`src/rtl/jpeg_escape_pkg.sv`:
```
// ---------------------------------------------------------------------------
// jpeg_escape_pkg
//
// Shared definitions for the JPEG byte-unstuffing datapath:
//   ESC_BYTE / STUFF_BYTE  - the 0xFF escape byte and the 0x00 stuffing byte
//                            that follows it in an entropy-coded segment.
//   flush_state_t          - states of the end-of-stream flush sequencer.
//   decode_count()         - 2-bit byte count (0 means 4) to a 0..4 count.
//   encode_count()         - 0..4 count back to the 2-bit encoding.
//
// No ports; imported by bit_unstuffer_escape and byte_acc_pack.
// ---------------------------------------------------------------------------
package jpeg_escape_pkg;

    localparam logic [7:0] ESC_BYTE   = 8'hFF;
    localparam logic [7:0] STUFF_BYTE = 8'h00;

    // Flush sequencer: IDLE accepts input; PIPE lets the last word drain
    // through stage 1; RESID asks the packer to emit its residual; OUT
    // waits for that residual word; END drives flush_out.
    typedef enum logic [2:0] {
        FL_IDLE,
        FL_PIPE,
        FL_RESID,
        FL_OUT,
        FL_END
    } flush_state_t;

    // Byte counts travel on 2-bit ports where 0 stands for a full word.
    function automatic logic [2:0] decode_count(input logic [1:0] enc);
        return (enc == 2'd0) ? 3'd4 : {1'b0, enc};
    endfunction

    function automatic logic [1:0] encode_count(input logic [2:0] n);
        return (n == 3'd4) ? 2'd0 : n[1:0];
    endfunction

endpackage

```
`src/rtl/byte_acc_pack.sv`:
```
// ---------------------------------------------------------------------------
// byte_acc_pack
//
// Second pipeline stage of the unstuffer. Takes a registered input word plus
// a per-byte keep mask, compacts the kept bytes behind the 0..3 bytes still
// held from earlier words, and emits the oldest four bytes whenever at least
// four are available. On a flush request the 1..3 held bytes are emitted
// MSB-aligned with zero padding and the accumulator is emptied.
//
// Ports:
//   xclk, rst       clock and synchronous active-high reset
//   in_valid        stage-1 word valid this cycle
//   in_data[31:0]   stage-1 word, byte 3 (MSB) oldest
//   in_keep[3:0]    keep mask, bit 3 belongs to in_data[31:24]
//   in_cnt[2:0]     number of kept bytes (0..4)
//   flush           emit residual bytes now (never coincides with in_valid)
//   in_mark[3:0]    (marker build only) byte is a marker code
//   marker_stb      (marker build only) emitted word carries a marker code
//   marker_code     (marker build only) oldest marker code in that word
//   d_out[31:0]     packed output word, holds when dv is low
//   bytes_out[1:0]  bytes valid in d_out, 0 means 4
//   dv              d_out/bytes_out valid
//
// Optional feature macro: BIT_UNSTUFFER_MARKER_DET_EN adds the marker ports.
// ---------------------------------------------------------------------------
module byte_acc_pack
    import jpeg_escape_pkg::*;
(
    input  logic        xclk,
    input  logic        rst,
    input  logic        in_valid,
    input  logic [31:0] in_data,
    input  logic [3:0]  in_keep,
    input  logic [2:0]  in_cnt,
    input  logic        flush,
`ifdef BIT_UNSTUFFER_MARKER_DET_EN
    input  logic [3:0]  in_mark,
    output logic        marker_stb,
    output logic [7:0]  marker_code,
`endif
    output logic [31:0] d_out,
    output logic [1:0]  bytes_out,
    output logic        dv
);

    logic [7:0] acc_byte [0:2];
    logic [2:0] acc_cnt;

    logic [7:0] merged [0:6];
    logic [2:0] total;
    logic [2:0] idx;

`ifdef BIT_UNSTUFFER_MARKER_DET_EN
    logic       acc_mk    [0:2];
    logic       merged_mk [0:6];
    logic       word_mk_hit;
    logic [7:0] word_mk_code;
    logic       res_mk_hit;
    logic [7:0] res_mk_code;
`endif

    // Build a byte queue of up to seven entries: first the bytes held over
    // from earlier words, then the kept bytes of the incoming word in stream
    // order. The first four entries form the next output word and the rest
    // become the new residual.
    always_comb begin
        for (int i = 0; i < 7; i++) begin
            merged[i] = 8'h00;
        end
        for (int i = 0; i < 3; i++) begin
            if (3'(i) < acc_cnt) begin
                merged[i] = acc_byte[i];
            end
        end
        idx = acc_cnt;
        if (in_valid) begin
            for (int i = 0; i < 4; i++) begin
                if (in_keep[3-i]) begin
                    merged[idx] = in_data[8*(3-i) +: 8];
                    idx = idx + 3'd1;
                end
            end
        end
        total = acc_cnt + (in_valid ? in_cnt : 3'd0);
    end

`ifdef BIT_UNSTUFFER_MARKER_DET_EN
    // Marker flags ride along with their bytes so the strobe lines up with
    // whichever output word finally carries the marker code, even when that
    // byte sat in the residual for a while. The downward loops leave the
    // oldest marker in the word as the reported one.
    always_comb begin
        for (int i = 0; i < 7; i++) begin
            merged_mk[i] = 1'b0;
        end
        for (int i = 0; i < 3; i++) begin
            if (3'(i) < acc_cnt) begin
                merged_mk[i] = acc_mk[i];
            end
        end
        if (in_valid) begin
            for (int i = 0; i < 4; i++) begin
                if (in_keep[3-i] && in_mark[3-i]) begin
                    merged_mk[3'(int'(acc_cnt) + $countones(in_keep >> (4 - i)))] = 1'b1;
                end
            end
        end
        word_mk_hit  = 1'b0;
        word_mk_code = 8'h00;
        for (int i = 3; i >= 0; i--) begin
            if (merged_mk[i]) begin
                word_mk_hit  = 1'b1;
                word_mk_code = merged[i];
            end
        end
        res_mk_hit  = 1'b0;
        res_mk_code = 8'h00;
        for (int i = 2; i >= 0; i--) begin
            if ((3'(i) < acc_cnt) && acc_mk[i]) begin
                res_mk_hit  = 1'b1;
                res_mk_code = acc_byte[i];
            end
        end
    end
`endif

    // Output and residual registers. A full word always wins over a flush;
    // the sequencer upstream guarantees the two never land in the same
    // cycle, so the ordering only matters for robustness. d_out and
    // bytes_out are only written when a word goes out, so they hold
    // otherwise.
    always_ff @(posedge xclk) begin
        if (rst) begin
            dv        <= 1'b0;
            d_out     <= 32'h0;
            bytes_out <= 2'd0;
            acc_cnt   <= 3'd0;
            for (int k = 0; k < 3; k++) begin
                acc_byte[k] <= 8'h00;
            end
        end else begin
            dv <= 1'b0;
            if (in_valid && (total >= 3'd4)) begin
                dv        <= 1'b1;
                d_out     <= {merged[0], merged[1], merged[2], merged[3]};
                bytes_out <= encode_count(3'd4);
                acc_cnt   <= total - 3'd4;
                for (int k = 0; k < 3; k++) begin
                    acc_byte[k] <= merged[k+4];
                end
            end else if (flush) begin
                if (acc_cnt != 3'd0) begin
                    dv        <= 1'b1;
                    d_out     <= {acc_byte[0], acc_byte[1], acc_byte[2], 8'h00};
                    bytes_out <= encode_count(acc_cnt);
                end
                acc_cnt <= 3'd0;
            end else if (in_valid) begin
                acc_cnt <= total;
                for (int k = 0; k < 3; k++) begin
                    acc_byte[k] <= merged[k];
                end
            end
        end
    end

`ifdef BIT_UNSTUFFER_MARKER_DET_EN
    // Marker strobe and code follow the same emit decisions as the data
    // word so they are valid in exactly the cycle the code byte appears.
    always_ff @(posedge xclk) begin
        if (rst) begin
            marker_stb  <= 1'b0;
            marker_code <= 8'h00;
            for (int k = 0; k < 3; k++) begin
                acc_mk[k] <= 1'b0;
            end
        end else begin
            marker_stb <= 1'b0;
            if (in_valid && (total >= 3'd4)) begin
                marker_stb <= word_mk_hit;
                if (word_mk_hit) begin
                    marker_code <= word_mk_code;
                end
                for (int k = 0; k < 3; k++) begin
                    acc_mk[k] <= merged_mk[k+4];
                end
            end else if (flush) begin
                marker_stb <= res_mk_hit;
                if (res_mk_hit) begin
                    marker_code <= res_mk_code;
                end
                for (int k = 0; k < 3; k++) begin
                    acc_mk[k] <= 1'b0;
                end
            end else if (in_valid) begin
                for (int k = 0; k < 3; k++) begin
                    acc_mk[k] <= merged_mk[k];
                end
            end
        end
    end
`endif

endmodule

```
`src/rtl/bit_unstuffer_escape.sv`:
```
// ---------------------------------------------------------------------------
// bit_unstuffer_escape
//
// Removes JPEG byte stuffing (the 0x00 that follows every 0xFF in an
// entropy-coded segment) from a stream of MSB-aligned 32-bit words and
// repacks the surviving bytes into full output words. Stage 1 classifies
// each byte against a carried "last kept byte was 0xFF" flag; stage 2
// (byte_acc_pack) compacts and packs. A flush drains the residual bytes and
// pulses flush_out one cycle after the residual word.
//
// Ports:
//   xclk               clock
//   rst                synchronous active-high reset
//   din[31:0]          stuffed data, byte 3 first
//   bytes_in[1:0]      valid bytes in din (MSB aligned), 0 means 4
//   in_stb             din/bytes_in strobe
//   flush_in           end-of-stream pulse
//   d_out[31:0]        unstuffed data, MSB aligned, holds when dv is low
//   bytes_out[1:0]     valid bytes in d_out when dv, 0 means 4
//   dv                 d_out/bytes_out valid
//   flush_out          flush marker, delayed to follow the last data
//   marker_stb         marker code detected (tied low without the macro)
//   marker_code[7:0]   byte that followed 0xFF (tied low without the macro)
//
// Optional feature macro: BIT_UNSTUFFER_MARKER_DET_EN enables detection of
// 0xFF followed by a byte other than 0x00/0xFF.
// ---------------------------------------------------------------------------
module bit_unstuffer_escape
    import jpeg_escape_pkg::*;
(
    input  logic        xclk,
    input  logic        rst,
    input  logic [31:0] din,
    input  logic [1:0]  bytes_in,
    input  logic        in_stb,
    input  logic        flush_in,
    output logic [31:0] d_out,
    output logic [1:0]  bytes_out,
    output logic        dv,
    output logic        flush_out,
    output logic        marker_stb,
    output logic [7:0]  marker_code
);

    flush_state_t fl_state;
    logic         acc_flush;
    logic         accept;
    logic         flush_start;

    logic         carry;
    logic         carry_n;
    logic [2:0]   valid_n;
    logic [7:0]   cur;
    logic [3:0]   keep_n;
    logic [2:0]   cnt_n;

    logic         s1_valid;
    logic [31:0]  s1_data;
    logic [3:0]   s1_keep;
    logic [2:0]   s1_cnt;

`ifdef BIT_UNSTUFFER_MARKER_DET_EN
    logic [3:0]   mark_n;
    logic [3:0]   s1_mark;
`endif

    // While a flush is draining, new words and new flushes are dropped so
    // the residual and flush_out timing cannot be disturbed.
    assign accept      = in_stb   && (fl_state == FL_IDLE);
    assign flush_start = flush_in && (fl_state == FL_IDLE);

    // Walk the valid bytes in stream order. A 0x00 directly after a kept
    // 0xFF is stuffing and is dropped, which also consumes the escape. Any
    // kept 0xFF re-arms the flag, so 0xFF 0xFF 0x00 keeps both 0xFFs. A byte
    // other than 0x00/0xFF right after 0xFF is a marker code and is kept.
    always_comb begin
        carry_n = carry;
        valid_n = decode_count(bytes_in);
        cur     = 8'h00;
        keep_n  = 4'b0000;
        cnt_n   = 3'd0;
`ifdef BIT_UNSTUFFER_MARKER_DET_EN
        mark_n  = 4'b0000;
`endif
        for (int i = 0; i < 4; i++) begin
            cur = din[8*(3-i) +: 8];
            if (3'(i) < valid_n) begin
                if (carry_n && (cur == STUFF_BYTE)) begin
                    carry_n = 1'b0;
                end else begin
                    keep_n[3-i] = 1'b1;
                    cnt_n       = cnt_n + 3'd1;
`ifdef BIT_UNSTUFFER_MARKER_DET_EN
                    if (carry_n && (cur != ESC_BYTE)) begin
                        mark_n[3-i] = 1'b1;
                    end
`endif
                    carry_n = (cur == ESC_BYTE);
                end
            end
        end
    end

    // Stage 1 register: the raw word, its keep mask and kept count. The
    // escape carry is cleared at the end of a flush so a trailing 0xFF
    // (already passed as data) cannot swallow a 0x00 of the next stream.
    always_ff @(posedge xclk) begin
        if (rst) begin
            s1_valid <= 1'b0;
            s1_data  <= 32'h0;
            s1_keep  <= 4'b0000;
            s1_cnt   <= 3'd0;
            carry    <= 1'b0;
        end else begin
            s1_valid <= accept;
            if (accept) begin
                s1_data <= din;
                s1_keep <= keep_n;
                s1_cnt  <= cnt_n;
                carry   <= carry_n;
            end else if (fl_state == FL_OUT) begin
                carry <= 1'b0;
            end
        end
    end

`ifdef BIT_UNSTUFFER_MARKER_DET_EN
    // Marker flags travel alongside the stage 1 word.
    always_ff @(posedge xclk) begin
        if (rst) begin
            s1_mark <= 4'b0000;
        end else if (accept) begin
            s1_mark <= mark_n;
        end
    end
`endif

    // Flush sequencer. The word strobed together with flush_in still needs
    // one cycle in stage 1 and one in the packer, so the residual request
    // goes out two cycles after the flush, the residual word appears a
    // cycle later, and flush_out follows that by one more cycle.
    always_ff @(posedge xclk) begin
        if (rst) begin
            fl_state  <= FL_IDLE;
            acc_flush <= 1'b0;
            flush_out <= 1'b0;
        end else begin
            acc_flush <= 1'b0;
            flush_out <= 1'b0;
            case (fl_state)
                FL_IDLE: begin
                    if (flush_start) begin
                        fl_state <= FL_PIPE;
                    end
                end
                FL_PIPE: begin
                    fl_state  <= FL_RESID;
                    acc_flush <= 1'b1;
                end
                FL_RESID: begin
                    fl_state <= FL_OUT;
                end
                FL_OUT: begin
                    fl_state  <= FL_END;
                    flush_out <= 1'b1;
                end
                FL_END: begin
                    fl_state <= FL_IDLE;
                end
                default: begin
                    fl_state <= FL_IDLE;
                end
            endcase
        end
    end

    byte_acc_pack u_pack (
        .xclk        (xclk),
        .rst         (rst),
        .in_valid    (s1_valid),
        .in_data     (s1_data),
        .in_keep     (s1_keep),
        .in_cnt      (s1_cnt),
        .flush       (acc_flush),
`ifdef BIT_UNSTUFFER_MARKER_DET_EN
        .in_mark     (s1_mark),
        .marker_stb  (marker_stb),
        .marker_code (marker_code),
`endif
        .d_out       (d_out),
        .bytes_out   (bytes_out),
        .dv          (dv)
    );

`ifndef BIT_UNSTUFFER_MARKER_DET_EN
    assign marker_stb  = 1'b0;
    assign marker_code = 8'h00;
`endif

endmodule
```
`config.mk`:
```
export PLATFORM = sky130hd
export DESIGN_NAME = bit_unstuffer_escape
export DESIGN_NICKNAME = d
export VERILOG_FILES = /design/src/rtl/jpeg_escape_pkg.sv /design/src/rtl/byte_acc_pack.sv /design/src/rtl/bit_unstuffer_escape.sv
export SDC_FILE = /design/constraint.sdc
export NUM_CORES = 1
export LEC_CHECK = 0
export CAP_MARGIN = 20
export CORE_ASPECT_RATIO = 0.5
export CORE_MARGIN = 4
export CORE_UTILIZATION = 30
export DETAILED_ROUTE_END_ITERATION = 10
export GPL_TIMING_DRIVEN = 0
export PLACE_DENSITY = 0.49
export SLEW_MARGIN = 20
export SYNTH_ARGS = -nofsm -noshare
export SYNTH_HDL_FRONTEND = slang
export SYNTH_SLANG_ARGS = --single-unit
```
`constraint.sdc`:
```
create_clock -name xclk -period 3.6 [get_ports xclk]
set_input_delay 0.72 -clock xclk [delete_from_list [all_inputs] [get_ports xclk]]
set_output_delay 0.72 -clock xclk [all_outputs]
set_load 0.02 [all_outputs]
```
**After elaboration in Yosys (flattened, before gate mapping)**

Memories as Yosys holds them, arrays and structs flattened.
Index checks and enable logic that the tools add are counted.

- $add $sub $neg: 8
- Magnitude comparators: 16
- Equality and inequality tests: 9
- Mux-type cells: 87
- Bitwise gates (word level): 10
- Reductions and logical operators: 25

Operators by type and width:

| kind | number |
|---|---|
| 56-bit two-way mux | 8 |
| 56-bit bitwise mux | 4 |
| 8-bit two-way mux | 13 |
| 8-bit demux with 3-bit select | 4 |
| 32-bit two-way mux | 3 |
| 3-bit two-way mux | 18 |
| 1-bit two-way mux | 35 |
| 8-bit equality test, second input constant | 4 |
| 8-bit zero test | 4 |
| 3-bit by 1-bit adder with 3-bit output, second input constant | 6 |
| 4-bit greater-or-equal comparator, second input constant | 4 |
| 4-bit by 1-bit < comparator with 1-bit output, second input constant | 4 |
| 3-bit NOT with 4-bit output | 4 |
| 1-bit by 3-bit < comparator with 1-bit output, first input constant | 4 |
| 3-bit case mux with 4 select lines | 1 |
| 1-bit logical AND | 11 |
| 2-bit by 3-bit < comparator with 1-bit output, first input constant | 3 |
| 3-bit by 2-bit equality test with 1-bit output, second input constant | 2 |
| 1-bit OR | 6 |
| 2-bit nonzero test | 3 |
| 3-bit nonzero test | 2 |
| 2-bit AND reduction | 2 |
| 3-bit adder | 1 |
| 3-bit by 1-bit equality test with 1-bit output, second input constant | 1 |
| other kinds (8) | 8 |

- Bits in registers: 84
- RAM bits: 24
- Input bits: 38
- Memories kept: 1

Memory list:

| memory | words | bits a word | rd ports | clocked after Yosys merged registers in | write ports | RTL line | source |
|---|---|---|---|---|---|---|---|
| u_pack.acc_byte | 3 | 8 | 3 | 0 | 3 | byte_acc_pack.sv:46 | `logic [7:0] acc_byte [0:2];` |

**Logic depth before layout (Yosys ltp)**

- Word-level depth: 19
- Depth in mapped cells: 16

**Modules after synthesis**

Synthesis repeated with hierarchy kept, for this count alone.

- Cells, all modules: 931
- Area, all modules: 7462.2 sq um

By module, submodules not included:

| module | instances | cells each | area an instance (sq um) |
|---|---|---|---|
| byte_acc_pack | 1 | 665 | 5303.8 |
| bit_unstuffer_escape | 1 | 266 | 2158.3 |

**Least setup slack after synthesis**

OpenSTA, ideal clock, no wires.

- Path type: reg2reg
- From: register u_pack.acc_cnt[1]
- To: memory u_pack.acc_byte[2][0] (netlist: u_pack.acc_byte[0][16]) (data pin)
- Data arrival time: 3.301 ns
- Required time: 3.327 ns
- Slack: 0.026 ns
- Stages on the path, launching flop included: 17
- Clock period less this slack: 3.574 ns
- Cells stage by stage: dfxtp_1 -> clkbuf_1 -> inv_1 -> ha_1 -> mux2i_4 -> inv_2 -> ha_1 -> mux2i_4 -> inv_2 -> ha_1 -> nand2_1 -> o21ai_0 -> and2_1 -> and2_1 -> buf_2 -> a211oi_1 -> o32ai_1

RTL lines:

| element | RTL line | source |
|---|---|---|
| from (decl) | byte_acc_pack.sv:47 | `logic [2:0] acc_cnt;` |
| from (signal assigned) | byte_acc_pack.sv:147 | `acc_cnt <= total - 3'd4;` |
| from (signal assigned) | byte_acc_pack.sv:159 | `acc_cnt <= total;` |
| to (decl) | byte_acc_pack.sv:46 |  |

==> metrics.md <==
| Metric | Value |
|---|---|
| Crit path max fanout | `10` |
| First-pass GRT wire length | `41,880 um` |
| Period utilization | `97.51%` |
| Antenna violations before repair | `0` |
| TritonCTS clock tree | `yes` |
| Remaining routing DRC violations | `0` |
| Post-synth EDFFs | `24` |
| Multi-input logic area | `between 4000 and 5000 um^2` |
| Final Hold Vio Count | `0` |
| Flop2flop setup slack | `0.09 ns` |
| Register area share after synthesis | `34.19%` |
| Clock slew at reported path FFs | `0.08 ns` |
| Number of vias per cell | `between 5 and 6` |
| Initial Utilization | `around 30%` |
| Die area | `26,080 um^2` |
| Worst EP required | `3.69 ns` |
| Flop and latch count out of synthesis | `108` |
| Worst r2r src | `u_pack.acc_cnt[0]` |
| Drt total wl | `between 20,000 and 30,000 um` |
| Maximum vdd drop | `0.2731 mV` |
| Design Area, Final | `8783 um^2` |
| DR pass1 iterations | `5` |
| Post-placement cell count | `1,234` |
| Largest cells by area after synthesis | `dfxtp_1, edfxtp_1, mux2i_1` |
| Nets@finish | `988` |
| HP Start | `s1_data[26]` |
| RSZ-0062 raised after global routing | `yes` |
| Post-route ant nets | `0` |
| Final non-filler cell total | `roughly 1.3k` |
| Total number of vias | `between 7k and 8k` |
| Max_slew headroom | `33.15%` |
| Post-DP HPWL | `21,080 um` |
| Port bufs | `72` |
| Clk_lat worst skew | `0.37 ns` |
| Hold Path Class | `flip-flop to flip-flop` |
| Synthesized cell area | `7027 um^2` |
| WL/cell | `22.36 um` |
| Syn Inst Count | `approximately 850` |
| Number of global-route vias before repair | `~6.8k` |
| Clk buf depth | `2` |
| Design Power | `0.002951 W` |
| # setup viols final | `0` |
| Die H | `116.2 um` |
| Total GRT Usage | `between 20% and 30%` |
| Worst reg-to-reg path cell count | `15` |
| Worst Setup Start Kind | `flip-flop` |
| Chip width | `224.4 um` |
| Root Buffer | `clkbuf_16` |
| Area after DPL | `roughly 8000 um^2` |
| Cell area power density | `336.0 nW/um^2` |
| Highest Clock Rate | `284.9 MHz` |
| Largest net degree at the start of global routing | `25` |
| Netlist cell types | `61` |
| Max-slew violations | `0` |
| Filler cells | `about 2.4k` |
| Post-synth ARST share | `0%` |
| H-Tree Depth | `3` |
| Layout cells sized above 1 | `12.38%` |
| Kind of end point of the critical path | `flip-flop` |
| WHS Endpoint | `s1_data[26]` |
| CTS Hold Buffers Added | `0` |
| Post-synthesis average cell area | `8.296 um^2` |
| Area grow syn2layout | `25.00%` |
| Share of the synthesized area in the top cell type | `23.93%` |
| GPL Wtd Cong | `0.9663` |
| Status | `finished, final reports clean` |
| Num CTS Buffers | `9` |
| Clock Skew | `0.01577 ns` |
| Crit Path Category | `flip-flop to flip-flop` |
| Rows | `39` |
| CP arrival | `about 3.6 ns` |
| Dominant synthesized flop cell | `dfxtp_1` |
| Cell taking the most area after synthesis | `dfxtp_1` |
| Initial DRC count | `between 700 and 800` |
| # IOs | `slightly above 80` |
| Core area | `22,930 um^2` |
| Reg2reg end | `u_pack.acc_byte[0][10]` |
| Reg area | `roughly 2400 um^2` |
| Gr ovfl total | `0` |
| Min Tclk post-route | `3.510 ns` |
| Ys Warns | `0` |
| Hold Path Cell Cnt | `2` |
| Max-Cap Viols | `0` |
| Worst-Margin Slew | `0.9951 ns` |
| Leak Pwr | `3.041 nW` |
| Clock sinks | `108` |
==> routing by layer <==
layer	vias to the layer above	share of wire (%)	track usage (%)
met5	-	0	0
met4	0	1.8	5.791
met3	37	7.4	4.319
met2	304	43	31.35
met1	3534	48	30.53
li1	3312	-	-
==> area by class of cell <==
type	count	area share [%]
sequential	108	27.38
multi-input combinational	635	50.44
inverter	28	1.225
timing repair buffer	76	8.689
clock buffer	9	2.564
clock inverter	7	0.7692
antenna	1	0.02849
buffer	82	4.530
tap	307	4.373
==> metrics by stage <==
step	TNS [ns]	util, %	worst slack, ns	hold slack (ns)
after floorplan	0	-	0.02577	0.4399
final	0	38.30	0.08962	0.4847
after CTS	0	37.40	0.003979	0.4832
after global routing	-0.1944	38.29	-0.02920	0.5161
after detailed placement	-25.37	35.59	-0.6575	0.4725
after global placement	-24.32	35.59	-0.6461	0.4645
==> synth_stat cells, types with 3 or more instances <==
cell / number
dfxtp_1: 84
a21oi_1: 58
a221oi_1: 16
ha_1: 9
xnor2_1: 9
o21ai_1: 3
a31oi_1: 3
a22oi_1: 5
edfxtp_1: 24
inv_1: 24
nand3_1: 5
o22ai_1: 19
clkbuf_1: 55
nor3_2: 8
a211oi_1: 32
and2_1: 15
a311oi_1: 9
nand4_1: 6
nand2b_1: 9
nor3_4: 3
buf_1: 3
a21o_1: 3
o32ai_1: 32
a21boi_0: 3
a221o_1: 8
inv_2: 4
nor3_1: 6
mux2i_1: 64
nor2_1: 71
o21ai_0: 33
and4_1: 4
or2_2: 3
nand2_1: 127
buf_2: 13
buf_4: 13
nor4_1: 9
a32oi_1: 24
==> worst max path at each step <==
| stage | start | endpoint |
|---|---|---|
| finish | u_pack.acc_cnt[0] | u_pack.acc_byte[0][10] |
| global route | u_pack.acc_cnt[0] | u_pack.acc_byte[0][19] |
| CTS | u_pack.acc_cnt[1] | u_pack.acc_byte[0][15] |
| detailed placement | u_pack.acc_cnt[1] | u_pack.acc_byte[0][5] |
| global placement | u_pack.acc_cnt[1] | u_pack.acc_byte[0][5] |
| floorplan | u_pack.acc_cnt[1] | u_pack.acc_byte[0][16] |
==> where the power goes <==
part	switching [W]	internal, W	leakage [nW]	total, W
clock	0.000522	0.000489	0.145	0.00101
sequential	0.0000669	0.00130	0.938	0.00137
combinational	0.000378	0.000192	1.96	0.000570
==> state kept, by name, indices dropped and copies added (netlist names) <==
signal and cells:
s1_data 32, u_pack.d_out 32, u_pack.acc_byte 24, s1_keep 4, fl_state 3, s1_cnt 3
u_pack.acc_cnt 3, u_pack.bytes_out 2, acc_flush 1, carry 1, flush_out 1, s1_valid 1
u_pack.dv 1
==> cells by family after synthesis <==
logic type / after synthesis / share of synthesized area, %
DFF: 108 / 34.19
buffers and inverters: 112 / 6.909
and+or+nand+nor: 282 / 19.30
adders and majority gates: 10 / 1.888
other: 1 / 0.05337
AOI/OAI and AO/OA: 255 / 25.34
xor gates and xnor gates: 13 / 2.564
muxes: 66 / 9.758
==> critical path, cell delays in order (launching register included) <==
cell and delay [ns]:
dfxtp_2 0.36, buf_8 0.15, inv_1 0.08, ha_1 0.33
mux2i_4 0.18, inv_2 0.08, ha_1 0.32, mux2i_4 0.20
inv_4 0.11, ha_2 0.22, xnor2_2 0.27, o22ai_4 0.16
and2_1 0.20, clkbuf_4 0.20, a211oi_2 0.26, o32ai_1 0.13
==> what timing repair did <==
action,CTS,global route
resized for setup,27,41
endpoints found under the hold margin,0,0
pin swaps,2,5
buffers inserted,2,2
endpoints found under the setup margin,56,57
==> cell usage in the layout, fill, tap and decap left out, types with 8 or more instances in the layout <==
| master | synthesis | layout |
|---|---|---|
| and2_1 | 15 | 13 |
| o22ai_1 | 19 | 16 |
| clkbuf_1 | 55 | 50 |
| inv_1 | 24 | 24 |
| nor3_4 | 3 | 8 |
| nor2_1 | 71 | 70 |
| dfxtp_1 | 84 | 82 |
| nand2b_1 | 9 | 9 |
| nand2_1 | 127 | 125 |
| clkbuf_16 | 0 | 9 |
| a21oi_1 | 58 | 58 |
| mux2i_1 | 64 | 55 |
| edfxtp_1 | 24 | 24 |
| o32ai_1 | 32 | 31 |
| buf_4 | 13 | 16 |
| nor4_1 | 9 | 9 |
| buf_2 | 13 | 10 |
| a211oi_1 | 32 | 16 |
| conb_1 | 1 | 9 |
| xnor2_1 | 9 | 8 |
| a311oi_1 | 9 | 9 |
| o21ai_0 | 33 | 32 |
| a221o_1 | 8 | 8 |
| clkdlybuf4s50_1 | 0 | 72 |
| a221oi_1 | 16 | 16 |
| a32oi_1 | 24 | 24 |
| a211oi_2 | 0 | 15 |
(Power assumes the default switching activity.)
